**src/rtl/picture_uart_sender.sv**
```systemverilog
// picture_uart_sender: dumps every stored pixel over UART 8N1
// as three MSB-aligned colour bytes, R then G then B.
module picture_uart_sender #(
  parameter int PIXELS     = 276185,
  parameter int BAUD_DIV   = 868,
  parameter int RD_LATENCY = 2
) (
  input  logic        clk,
  input  logic        reset,
  input  logic        start,
  output logic [18:0] r_address,
  input  logic [17:0] r_data,
  output logic        uart_tx,
  output logic        busy,
  output logic        done
);

  localparam int BW = (BAUD_DIV > 1) ? $clog2(BAUD_DIV) : 1;
  localparam int LW = (RD_LATENCY > 1) ? $clog2(RD_LATENCY) : 1;
  localparam logic [18:0]   LAST_PIX  = 19'(PIXELS - 1);
  localparam logic [BW-1:0] BAUD_LAST = BW'(BAUD_DIV - 1);
  localparam logic [LW-1:0] LAT_LAST  = LW'(RD_LATENCY - 1);

  // NEXT is folded into the last stop-bit cycle of SEND.
  typedef enum logic [1:0] {
    IDLE,
    FETCH,
    LOAD,
    SEND
  } state_e;

  state_e      state_q, state_d;
  logic [18:0] pix_q, pix_d;
  logic [LW-1:0] lat_q, lat_d;
  logic [BW-1:0] baud_q, baud_d;
  logic [3:0]  bit_q, bit_d;
  logic [1:0]  byte_q, byte_d;
  logic [23:0] shr_q, shr_d;
  logic        done_q, done_d;
  logic        tx_q, tx_d;
  logic        busy_q;
  logic [7:0]  cur_d;

  always_comb begin
    state_d = state_q;
    pix_d   = pix_q;
    lat_d   = lat_q;
    baud_d  = baud_q;
    bit_d   = bit_q;
    byte_d  = byte_q;
    shr_d   = shr_q;
    done_d  = 1'b0;
    unique case (state_q)
      IDLE: begin
        if (start) begin
          state_d = FETCH;
          pix_d   = '0;
          lat_d   = '0;
        end
      end
      FETCH: begin
        if (lat_q == LAT_LAST) begin
          state_d = LOAD;
          lat_d   = '0;
        end else begin
          lat_d = lat_q + 1'b1;
        end
      end
      LOAD: begin
        // byte0 sits in the low bits so bytes leave in R, G, B order
        shr_d   = {r_data[5:0], 2'b00,
                   r_data[11:6], 2'b00,
                   r_data[17:12], 2'b00};
        byte_d  = '0;
        bit_d   = '0;
        baud_d  = '0;
        state_d = SEND;
      end
      SEND: begin
        if (baud_q != BAUD_LAST) begin
          baud_d = baud_q + 1'b1;
        end else begin
          baud_d = '0;
          if (bit_q != 4'd9) begin
            bit_d = bit_q + 1'b1;
          end else begin
            bit_d = '0;
            shr_d = {8'h00, shr_q[23:8]};
            if (byte_q != 2'd2) begin
              byte_d = byte_q + 1'b1;
            end else if (pix_q == LAST_PIX) begin
              state_d = IDLE;
              done_d  = 1'b1;
            end else begin
              pix_d   = pix_q + 1'b1;
              state_d = FETCH;
            end
          end
        end
      end
      default: state_d = IDLE;
    endcase
  end

  // tx is registered from next-state so the line is glitch-free
  always_comb begin
    cur_d = shr_d[7:0];
    tx_d  = 1'b1;
    if (state_d == SEND) begin
      if (bit_d == 4'd0) begin
        tx_d = 1'b0;
      end else if (bit_d <= 4'd8) begin
        tx_d = cur_d[3'(bit_d - 4'd1)];
      end
    end
  end

  always_ff @(posedge clk) begin
    if (reset) begin
      state_q <= IDLE;
      pix_q   <= '0;
      lat_q   <= '0;
      baud_q  <= '0;
      bit_q   <= '0;
      byte_q  <= '0;
      shr_q   <= '0;
      done_q  <= 1'b0;
      tx_q    <= 1'b1;
      busy_q  <= 1'b0;
    end else begin
      state_q <= state_d;
      pix_q   <= pix_d;
      lat_q   <= lat_d;
      baud_q  <= baud_d;
      bit_q   <= bit_d;
      byte_q  <= byte_d;
      shr_q   <= shr_d;
      done_q  <= done_d;
      tx_q    <= tx_d;
      busy_q  <= (state_d != IDLE);
    end
  end

  assign r_address = pix_q;
  assign uart_tx   = tx_q;
  assign busy      = busy_q;
  assign done      = done_q;

endmodule

```
**config.mk**
```make
export PLATFORM = sky130hd
export DESIGN_NAME = picture_uart_sender
export DESIGN_NICKNAME = d
export VERILOG_FILES = /design/src/rtl/picture_uart_sender.sv
export SDC_FILE = /design/constraint.sdc
export NUM_CORES = 1
export LEC_CHECK = 0
export CORE_ASPECT_RATIO = 0.75
export CORE_UTILIZATION = 30
export DETAILED_ROUTE_END_ITERATION = 12
export HOLD_SLACK_MARGIN = 0.02
export MAX_ROUTING_LAYER = met4
export PLACE_DENSITY_LB_ADDON = 0.2
export SLEW_MARGIN = 40
export SYNTH_ARGS = -nofsm -noshare
export SYNTH_HDL_FRONTEND = slang
export SYNTH_SLANG_ARGS = --single-unit
```
**constraint.sdc**
```tcl
create_clock -name clk -period 3.1 [get_ports clk]
set_input_delay 0.62 -clock clk [delete_from_list [all_inputs] [get_ports clk]]
set_output_delay 0.62 -clock clk [all_outputs]
set_load 0.05 [all_outputs]
```
## Word-level counts from Yosys, hierarchy flattened

Index checks and enable logic that the tools add are counted.

| storage, ports and cells | value |
|---|---|
| flip-flop bits (word level) | 65 |
| word-level logic and storage cells | 80 |
| input port bits | 21 |

| cells by class | value |
|---|---|
| multiplexer cells | 33 |
| $lt $le $gt $ge | 2 |
| eq/ne operators | 14 |
| reduce and logical (&&, ||, !) cells | 12 |
| add/subtract/negate cells | 6 |
| bitwise gates (word level) | 2 |

Operators with widths:

| cell | number |
|---|---|
| two-way mux 19 bit | 5 |
| two-way mux 24 bit | 2 |
| case mux 24 bit (2 select lines) | 1 |
| case mux 19 bit (2 select lines) | 1 |
| case mux 10 bit (2 select lines) | 1 |
| adder 19 x 1 -> 19 bit (second input constant) | 1 |
| == test 19 bit (second input constant) | 1 |
| two-way mux 2 bit | 8 |
| inequality test 2 bit (second input constant) | 7 |
| adder 10 x 1 -> 10 bit (second input constant) | 1 |
| two-way mux 10 bit | 1 |
| inequality test 10 bit (second input constant) | 1 |
| two-way mux 4 bit | 2 |
| case mux 2 bit (4 select lines) | 1 |
| case mux 4 bit (2 select lines) | 1 |
| nonzero test 2 bit | 4 |
| two-way mux 1 bit | 7 |
| == test 2 bit (second input constant) | 3 |
| AND reduction 6 bit | 1 |
| OR reduction 5 bit | 1 |
| adder 4 x 1 -> 4 bit (second input constant) | 1 |
| less-or-equal comparator 4 bit (second input constant) | 1 |
| zero test 4 bit | 1 |
| less-than comparator 3 x 4 -> 1 bit (second input constant) | 1 |
| 14 further kinds | 15 |

## Depth between registers and ports, before layout

| depth | value |
|---|---|
| depth in word-level cells | 9 |
| depth in mapped cells | 12 |

## Least setup slack after synthesis

No wires, ideal clock.

| path | value |
|---|---|
| kind | register -> register |
| start | register baud_q[4] |
| end | register tx_q (netlist: uart_tx) |
| required time | 2973 ps |
| setup slack | 572 ps |
| setup time | 127 ps |
| arrival | 2402 ps |
| cell stages (with the launch flop) | 8 |
| cells stage by stage | dfxtp_1 > or3b_4 > or3_4 > a311oi_4 > ha_1 > o32ai_1 > maj3_2 > a32oi_1 |

| between the ends | value |
|---|---|
| word-level cells in the longest chain between the ends | 8 |
| elaborated cells between the ends (all ways) | 17 |

Ends and longest elaborated chain:

| item | RTL line | RTL |
|---|---|---|
| start, declared | 35 | `logic [BW-1:0] baud_q, baud_d;` |
| start signal, assigned | 134 | `baud_q <= baud_d;` |
| inequality test 10 bit * | 80 | `if (baud_q != BAUD_LAST) begin` |
| two-way mux 4 bit | 80 |  |
| case mux 4 bit (2 select lines) | 53 | `unique case (state_q)` |
| subtractor 3 x 1 -> 3 bit | 113 | `tx_d = cur_d[3'(bit_d - 4'd1)];` |
| binary-select mux 1 bit (select 3 bit) | 113 |  |
| two-way mux 1 bit (not written as such) | 113 |  |
| two-way mux 1 bit | 112 | `end else if (bit_d <= 4'd8) begin` |
| two-way mux 1 bit | 110 | `if (bit_d == 4'd0) begin` |
| end signal, assigned | 139 | `tx_q <= tx_d;` |
| end, declared | 40 | `logic tx_q, tx_d;` |

Mark *: on every way between the ends. The rest lies on a longest branch, timed or not. The select of a mux whose other input is x is not followed.
A chain may end at the register's enable or synchronous reset.

## Worst setup path in the final report

Ends and elaborated chain as after synthesis.

==> impl_metrics.csv <==
group,metric,value,unit
synthesis,synth-simple-area-share,0.290,
setup_path,max_stage_delay,440,ps
cts,cts_buffers,9,
synthesis,synth-compound-area-share,0.183,
synthesis,syn_avg_cell_area,8.48,µm²
detailed_routing,met1_length,3890,µm
worst_hold_path,hold_end,"shr_q[1]",
synthesis,async_flop_share,0,
timing,finalSetupViolations,0,
detailed_routing,wl_met3,270,µm
detailed_routing,met2WireLength,2960,µm
power_and_ir_drop,comb_power_share,0.071,
synthesis,ys.flop_type,"dfxtp_1",
floorplanning,num_rows,30,
grt,grt_pass1_wl,12100,µm
setup_path,crit_buf_inv,0,
detailed_routing,first_pass_iters,6,
power_and_ir_drop,p_sw,467,µW
timing,fin_crit,2710,ps
setup_path,required,3350,ps
timing,slew-limit-headroom,0.535,
setup_path,critPathMaxFanout,6,
worst_hold_path,hold_depth,2,
timing,holdWs,479,ps
cts,cts.repair.resized,0,
setup_path,critical-path-top-delay-family,"simple AND/OR/NAND/NOR gates",
cts,post_cts_buffers,0,
detailed_routing,vias_per_cell,5.09,
status,status,"finished clean",
detailed_routing,ant_nets,0,
worst_hold_path,hold_class,"register to register",
cells_and_area,layoutNonFillerInstCount,526,
cells_and_area,fin_nets,419,
grt,antenna_found_initial,0,
place,dpl.cell_count,510,
timing,tightest_slew,697,ps
setup_path,reg2reg_depth,8,
setup_path,path_cells,"or3b_4, or3_4, a311oi_4, ha_1, o21ai_0, o32ai_1, maj3_2, a32oi_1",
power_and_ir_drop,power_density,513,nW/µm²
grt,grt_use_total,0.159,
setup_path,path_class,"register to register",
place,numPortBuffers,42,
timing,hold_violations,0,
timing,tns,0,ps
synthesis,synth_top_family_by_area,"simple AND/OR/NAND/NOR gates",
detailed_routing,drtIter0Drc,166,
cts,path_clk_slew,60,ps
floorplanning,die_y,87.4,µm
timing,clock_skew,10.7,ps
cts,worstSkewPairLatency,330,ps
detailed_routing,detail_route.wl_per_cell,13.7,µm
power_and_ir_drop,pwr-share-clk,0.512,
cells_and_area,drive_above_1_share,0.106,
floorplanning,die_area,10100,µm²
setup_path,endpoint_kind,"register",
setup_path,crit_slowest_cell,"a311oi_4",
synthesis,synth_seq_cells,62,
floorplanning,die_x,116,µm
synthesis,synthesis.area,2920,µm²
timing,max_freq,370,MHz
detailed_routing,top_layer_used,"met4",
setup_path,rr_startpoint,"baud_q[4]",
timing,finalCritPeriodShare,0.873,
synthesis,yosysWarnings,0,
synthesis,syn-instance-count,344,
power_and_ir_drop,total_leakage_power,1.32,nW
synthesis,synth.distinct_cells,53,
setup_path,rrSetupSlack,390,ps
synthesis,synthMuxAreaShare,0.0150,
grt,grt.overflow.total,0,
detailed_routing,vias,2677,
synthesis,syn-num-nets,370,
power_and_ir_drop,ir_drop,315,µV
floorplanning,core_area,9230,µm²
power_and_ir_drop,p_int,1.50,mW
grt,grt_max_degree,38,
power_and_ir_drop,pwr-share-seq,0.417,
setup_path,start_kind,"register",
cts,cts.path.max_buffers,2,
floorplanning,pin_count,43,
setup_path,arrival,2950,ps
synthesis,synth_edf_count,0,
cts,cts_tree,"yes",
setup_path,worstReg2RegEnd,"uart_tx",
grt,grt_pass1_vias,2503,
detailed_routing,drt-total-wl,7200,µm
cts,clockRootBuffer,"clkbuf_16",
cells_and_area,area.growth.synth_to_final,31.8,%
place,dp_hpwl,5120,µm
timing,rsz0062_at_grt,"no",
cts,cts.sinks,62,
synthesis,yosysSeqAreaShare,0.426,
power_and_ir_drop,swShare,0.237,
synthesis,synth_fa_ha_area_frac,0.0253,
cts,ctsHoldBuffers,0,
worst_hold_path,hp-start,"shr_q[1]",
run,drv.max_cap_violation_count,0,
floorplanning,start_util,0.316,
place,gp_congestion,0.773,
cells_and_area,n_antenna_cell,0,
cts,cts_max_level,3,
timing,maxSlewViolCount,0,
detailed_routing,drc,0,
synthesis,synth-xor-area-share,0.0270,
==> metal layers <==
layer  GRT usage  vias to the layer above
met3      0.0369                        8
met2       0.219                       51
met4      0.0524                        0
met1       0.226                     1271
li1            -                     1347
met5           -                        -
==> layout make-up <==
class	count	area (µm²)
Fill cell	959	5390
Multi-Input combinational cell	255	1580
Sequential cell	62	1240
Timing Repair Buffer	56	526
Clock buffer	9	225
Tap cell	128	160
Clock inverter	7	77.6
Inverter	9	33.8
==> state kept, by name, indices dropped and copies added (netlist names) <==
register / cells
baud_q: 10
bit_q: 4
busy: 1
byte_q: 2
done: 1
lat_q: 1
r_address: 19
shr_q: 21
state_q: 2
uart_tx: 1
==> metrics by stage <==
stage | power [mW] | util | setup slack, ps | cell area [µm²]
after detailed placement | 0.980 | 0.384 | 393 | 3540
after floorplan | 0.917 | - | 572 | 2920
after CTS | 1.99 | 0.416 | 380 | 3840
final | 1.97 | 0.416 | 394 | 3840
after global routing | 2.05 | 0.416 | 186 | 3840
after global placement | 0.979 | 0.384 | 453 | 3540
==> Yosys cell counts (2+ instances only) <==
| cell | count | share of area |
|---|---|---|
| nor2_1 | 61 | 0.079 |
| or3_1 | 8 | 0.017 |
| nor4_1 | 6 | 0.013 |
| a22oi_1 | 6 | 0.015 |
| a311oi_1 | 2 | 0.0060 |
| dfxtp_1 | 62 | 0.43 |
| a222oi_1 | 10 | 0.034 |
| or4_1 | 2 | 0.0051 |
| nand4_1 | 9 | 0.019 |
| xor2_1 | 8 | 0.024 |
| or2_2 | 2 | 0.0043 |
| o21ai_0 | 16 | 0.027 |
| nor3b_1 | 4 | 0.010 |
| and2_1 | 4 | 0.0086 |
| ha_1 | 5 | 0.021 |
| nand2b_1 | 5 | 0.011 |
| a31oi_1 | 2 | 0.0043 |
| nor3_1 | 4 | 0.0069 |
| nand2_1 | 26 | 0.033 |
| a21oi_1 | 23 | 0.039 |
| inv_1 | 9 | 0.012 |
| o32ai_1 | 2 | 0.0060 |
| nand3_1 | 8 | 0.014 |
| and3_1 | 6 | 0.013 |
| clkbuf_1 | 18 | 0.023 |
| nor2b_1 | 7 | 0.015 |
| a41oi_1 | 2 | 0.0060 |
| and4bb_1 | 2 | 0.0086 |
==> kinds of logic after synthesis <==
group | Yosys count
AND/OR/NAND/NOR | 163
XOR/XNOR | 9
adder cells (fa/ha/maj) | 6
multiplexers | 3
flip-flops | 62
AO/OA/AOI/OAI | 74
buffers and inverters | 27
==> placed cells by master (no fill, tap or decap), drive strengths merged, types with 4 or more instances in the layout <==
master         instances
dfxtp                 62
nor2                  61
clkdlybuf4s50         42
nand2                 26
a21oi                 23
o21ai                 16
buf                   14
inv                   12
a222oi                10
nand4                 10
clkbuf                 9
or3                    9
nand3                  8
xor2                   8
nor2b                  7
nor4                   6
and3                   6
a22oi                  6
nand2b                 5
ha                     5
nor3                   4
nor3b                  4
and2                   4
==> how the worst max path moves through the flow <==
stage | slack (ps) | start | cells after the start | end
global placement | 450 | baud_q[4] | 7 | uart_tx
global route | 190 | baud_q[1] | 10 | uart_tx
floorplan | 570 | baud_q[4] | 7 | uart_tx
detailed placement | 390 | baud_q[4] | 7 | uart_tx
finish | 390 | baud_q[4] | 8 | uart_tx
CTS | 380 | baud_q[4] | 8 | uart_tx
==> power by group through the flow <==
stage | sequential, mW | combinational [mW] | clock [mW]
floorplan | 0.846 | 0.0712 | 0
global placement | 0.838 | 0.140 | 0
detailed placement | 0.838 | 0.141 | 0
CTS | 0.821 | 0.141 | 1.03
global route | 0.823 | 0.154 | 1.07
finish | 0.821 | 0.141 | 1.01
==> tightest hold or removal path, stage by stage (launching register included) <==
cell     delay [ps]
dfxtp_1         290
nand2_1          70
a21oi_1          60
Note: power is estimated with default switching activity, not from simulation.
